===== config.mk =====
export PLATFORM = sky130hd
export DESIGN_NAME = param_counter
export DESIGN_NICKNAME = d
export VERILOG_FILES = /design/src/rtl/param_counter.sv
export SDC_FILE = /design/constraint.sdc
export NUM_CORES = 1
export LEC_CHECK = 0
export CORE_UTILIZATION = 31
export DETAILED_ROUTE_END_ITERATION = 10
export PLACE_DENSITY = 0.61
export REMOVE_ABC_BUFFERS = 1
export SKIP_CTS_REPAIR_TIMING = 1
export SYNTH_ARGS = -nofsm -noshare
export SYNTH_HDL_FRONTEND = slang
export SYNTH_SLANG_ARGS = --single-unit

===== constraint.sdc =====
create_clock -name clk_i -period 1.9 [get_ports clk_i]
set_clock_uncertainty 0.1 [all_clocks]
set_input_delay 0.38 -clock clk_i [delete_from_list [all_inputs] [get_ports clk_i]]
set_output_delay 0.38 -clock clk_i [all_outputs]
set_load 0.1 [all_outputs]

===== src/rtl/param_counter.sv =====
// Up/down counter with a programmable upper bound, wrap or saturate
// at either end, a one-cycle wrap pulse and a sticky boundary flag.
module param_counter #(
  parameter int unsigned      WIDTH   = 4,
  parameter logic [WIDTH-1:0] MAX_VAL = {WIDTH{1'b1}}
) (
  input  logic             clk_i,
  input  logic             rst_ni,
  input  logic             en_i,
  input  logic             up_i,
  input  logic             sat_i,
  input  logic             ld_i,
  input  logic [WIDTH-1:0] ld_val_i,
  input  logic             clr_ovf_i,
  output logic [WIDTH-1:0] cnt_o,
  output logic             wrap_o,
  output logic             ovf_o,
  output logic             zero_o
);

  logic [WIDTH-1:0] cnt_q, cnt_d;
  logic             wrap_q, wrap_d;
  logic             ovf_q, ovf_d;

  logic             at_max;
  logic             at_min;
  logic             hit;
  logic [WIDTH-1:0] ld_clip;

  // Boundary detection and clamped load value.
  always_comb begin
    at_max  = (cnt_q >= MAX_VAL);
    at_min  = (cnt_q == '0);
    ld_clip = (ld_val_i > MAX_VAL) ? MAX_VAL : ld_val_i;
  end

  // Next-state: load beats enable; a boundary step either wraps or holds.
  always_comb begin
    cnt_d  = cnt_q;
    wrap_d = 1'b0;
    hit    = 1'b0;
    if (ld_i) begin
      cnt_d = ld_clip;
    end else if (en_i) begin
      if (up_i) begin
        if (at_max) begin
          hit = 1'b1;
          if (!sat_i) begin
            cnt_d  = '0;
            wrap_d = 1'b1;
          end
        end else begin
          cnt_d = cnt_q + WIDTH'(1);
        end
      end else begin
        if (at_min) begin
          hit = 1'b1;
          if (!sat_i) begin
            cnt_d  = MAX_VAL;
            wrap_d = 1'b1;
          end
        end else begin
          cnt_d = cnt_q - WIDTH'(1);
        end
      end
    end
    // A fresh boundary hit wins over a coincident clear.
    ovf_d = hit | (ovf_q & ~clr_ovf_i);
  end

  // State registers with synchronous active-low reset.
  always_ff @(posedge clk_i) begin
    if (!rst_ni) begin
      cnt_q  <= '0;
      wrap_q <= 1'b0;
      ovf_q  <= 1'b0;
    end else begin
      cnt_q  <= cnt_d;
      wrap_q <= wrap_d;
      ovf_q  <= ovf_d;
    end
  end

  // Outputs: registered state plus a combinational zero detect.
  always_comb begin
    cnt_o  = cnt_q;
    wrap_o = wrap_q;
    ovf_o  = ovf_q;
    zero_o = (cnt_q == '0);
  end

endmodule


==> results by group, run 1 <==
Synthesis
  – Mapped Area: 478 sq um
  – Synth cell count leaders: dfxtp_1 (6), inv_1 (5)
  – Synth Flop Type: dfxtp_1
  – Most common cell in the synthesized netlist: dfxtp_1
  – Seq cells post-synth: 6
  – Mapped Cells: 54
  – Sequential fraction of the synthesis area: 25.1%
  – Asr flop ratio synth: 0%
  – Largest cells by area after synthesis: dfxtp_1 (25%), ha_1 (5.2%), nor4b_4 (5.0%), a211oi_1 (4.7%), a21o_1 (4.7%)
  – Post-synthesis average cell area: 8.85 sq um
  – Yosys top cell by area: dfxtp_1
  – Post-synth EDFFs: 0
  – Count of different cell masters after synthesis: 28
  – Share of the synthesized area in the top cell type: 25.1%
  – Syn. warnings: 0

Critical path
  – Crit path capture type: flop
  – RR Startpoint: cnt_o[2]
  – Critical path type: in -> reg
  – Max Fanout on Critical Path: 7
  – CP Launch Type: primary input
  – Critical Path AT: 1.85 ns
  – Worst path required time: 1.93 ns
  – Launch point of the worst path: up_i

Cells and area
  – Antenna Cells: 0
  – Nets: 92
  – Share of post-route cells with drive strength above 1: 27.3%
  – Layout area overhead: 69.1%
  – Post-layout util: 59.2%

Place
  – Gpl congestion: 0.832
  – DP HPWL: slightly below 900 um
  – DP Worst Slack: -0.167 ns
  – Port bufs: 17

Hold path
  – Hold_sp: ovf_o
  – Worst min path class: reg -> reg

Timing
  – RSZ-0062 raised after global routing: false
  – Fin crit share: 95.9%
  – Fmax: about 550 MHz
  – Final min period: 1.82 ns
  – # setup viols final: 0
  – Max_slew headroom: 69.4%
  – Fin. Hold Viols: 0
  – Setup_tns: 0 ns
  – Fin Hold WS: 0.540 ns
  – Max Slew Vio Count: 0
  – Slew @ Worst Pin: between 0.4 and 0.5 ns
  – Fin worst setup slack: 0.0785 ns

Floorplan
  – Initial Util: between 30% and 40%
  – Core area: 0.00137 sq mm
  – Ports: 18
  – Die Y: 41.3 um
  – Die area: 0.00170 sq mm
  – # rows: 13
  – Chip width: 41.3 um

Routing
  – Via count: 493
  – DRC errors left: 0
  – Final wirelength: 1110 um
  – DRT iter0 DRCs: 4
  – Routed length per instance: 12.1 um
  – Antenna Nets Post-Route: 0
  – Drt first pass iters: 4
  – Average via count per standard cell: 5.36

Clock tree
  – Clock buffer count from CTS: 3
  – TritonCTS clock tree: done
  – CTS clk-pin slew, worst paths: 0.05 ns
  – Clk sink count: 6
  – Worst skew pair latency: 0.24 ns
  – H-tree depth: 1
  – CTS max path bufs: 2
  – Clock tree root buffer cell: clkbuf_4

Status
  – Status: finished, final reports clean

Global route
  – GRT Residual Overflow: 0
  – First-pass GRT wire length: 1790 um
  – Vias in the first global route: 400
  – Initial antenna violation count: 0
  – Largest net degree at the start of global routing: 12
  – Total GRT Usage: 17.0%

Power
  – Total power: 0.000550 W
  – Peak supply drop: 0.429 mV
  – Total leakage power: roughly 0.35 nW
  – Power Dens Cells: 680 mW/mm^2

Job
  – Max Cap Violations: 0
[kinds of logic (layout without fill, tap and decap cells)]
family | after synthesis | in the layout | synth area share, %
adder cells (fa/ha/maj) | 2 | 2 | 5.23
buffers and inverters | 8 | 31 | 8.11
AND/OR/NAND/NOR | 16 | 16 | 23.3
AO/OA/AOI/OAI | 20 | 20 | 34.0
XOR/XNOR | 1 | 1 | 1.83
multiplexers | 1 | 1 | 2.36
flip-flops | 6 | 6 | 25.1
[through the flow]
step	instance area, sq um	std cells
floorplan	458	51
global placement	762	89
detailed placement	762	89
CTS	785	92
global route	808	92
finish	808	92
[per-layer routing]
metal	up-vias	GRT usage (%)	share of wire, %
li1	260	-	-
met1	213	21.5	47
met2	20	25.0	46
met3	0	8.70	7.7
met4	0	4.84	0
met5	-	0	0
[cell usage in the layout (no fill, tap or decap), drive strengths merged]
master,Yosys,routed
nor2,2,2
buf,2,13
xor2,1,1
inv,5,5
nor2b,1,1
a31oi,3,3
nand2b,2,2
nand3,2,2
o21bai,1,1
clkdlybuf4s50,0,10
o21ai,1,1
nor4b,1,1
dfxtp,6,6
a32o,1,1
a41oi,1,1
o21a,2,2
nand2,3,3
clkbuf,1,3
and4,2,2
a221o,2,2
a211oi,3,3
a41o,1,1
o311a,1,1
ha,2,2
nor3b,3,3
a311oi,1,1
mux2,1,1
a21o,3,3
[state kept, by name, summed over array words and instances (netlist names)]
register  flops
ovf_o         1
wrap_o        1
cnt_o         4
[power by group]
part / switching [W] / internal (W) / leakage, nW
combinational: 0.000154 / 0.000126 / 0.282
clock: 0.0000468 / 0.0000715 / 0.0138
sequential: 0.0000162 / 0.000135 / 0.0494
total: 0.000217 / 0.000332 / 0.345
[path summary, 6_finish.rpt]
check | endpoint | slack, ns | cells past startpoint
worst max-delay path | cnt_o[2] | 0.08 | 5
worst min register to register | ovf_o | 0.54 | 2
worst min-delay path | ovf_o | 0.54 | 2
worst max register to register | cnt_o[2] | 0.13 | 4
[worst max-delay path, stage by stage]
cell and delay, ns:
clkdlybuf4s50_1 0.57, and4_1 0.27, o21ai_2 0.12, and4_1 0.21
o311a_1 0.31
[area by class of cell]
cell class	count	area, sq um
Clock buffer	3	22.5
Multi-Input combinational cell	40	343
Fill cell	130	558
Sequential cell	6	120
Tap cell	15	18.8
Timing Repair Buffer	23	285
Inverter	5	18.8
No activity file was read; power rests on OpenSTA's default activity.
==> run 2, diff against run 1 <==
- CAP_MARGIN: default -> 0
==> results of run 2 <==
No change in the layout: final DEF, timing and power equal those of run 1.
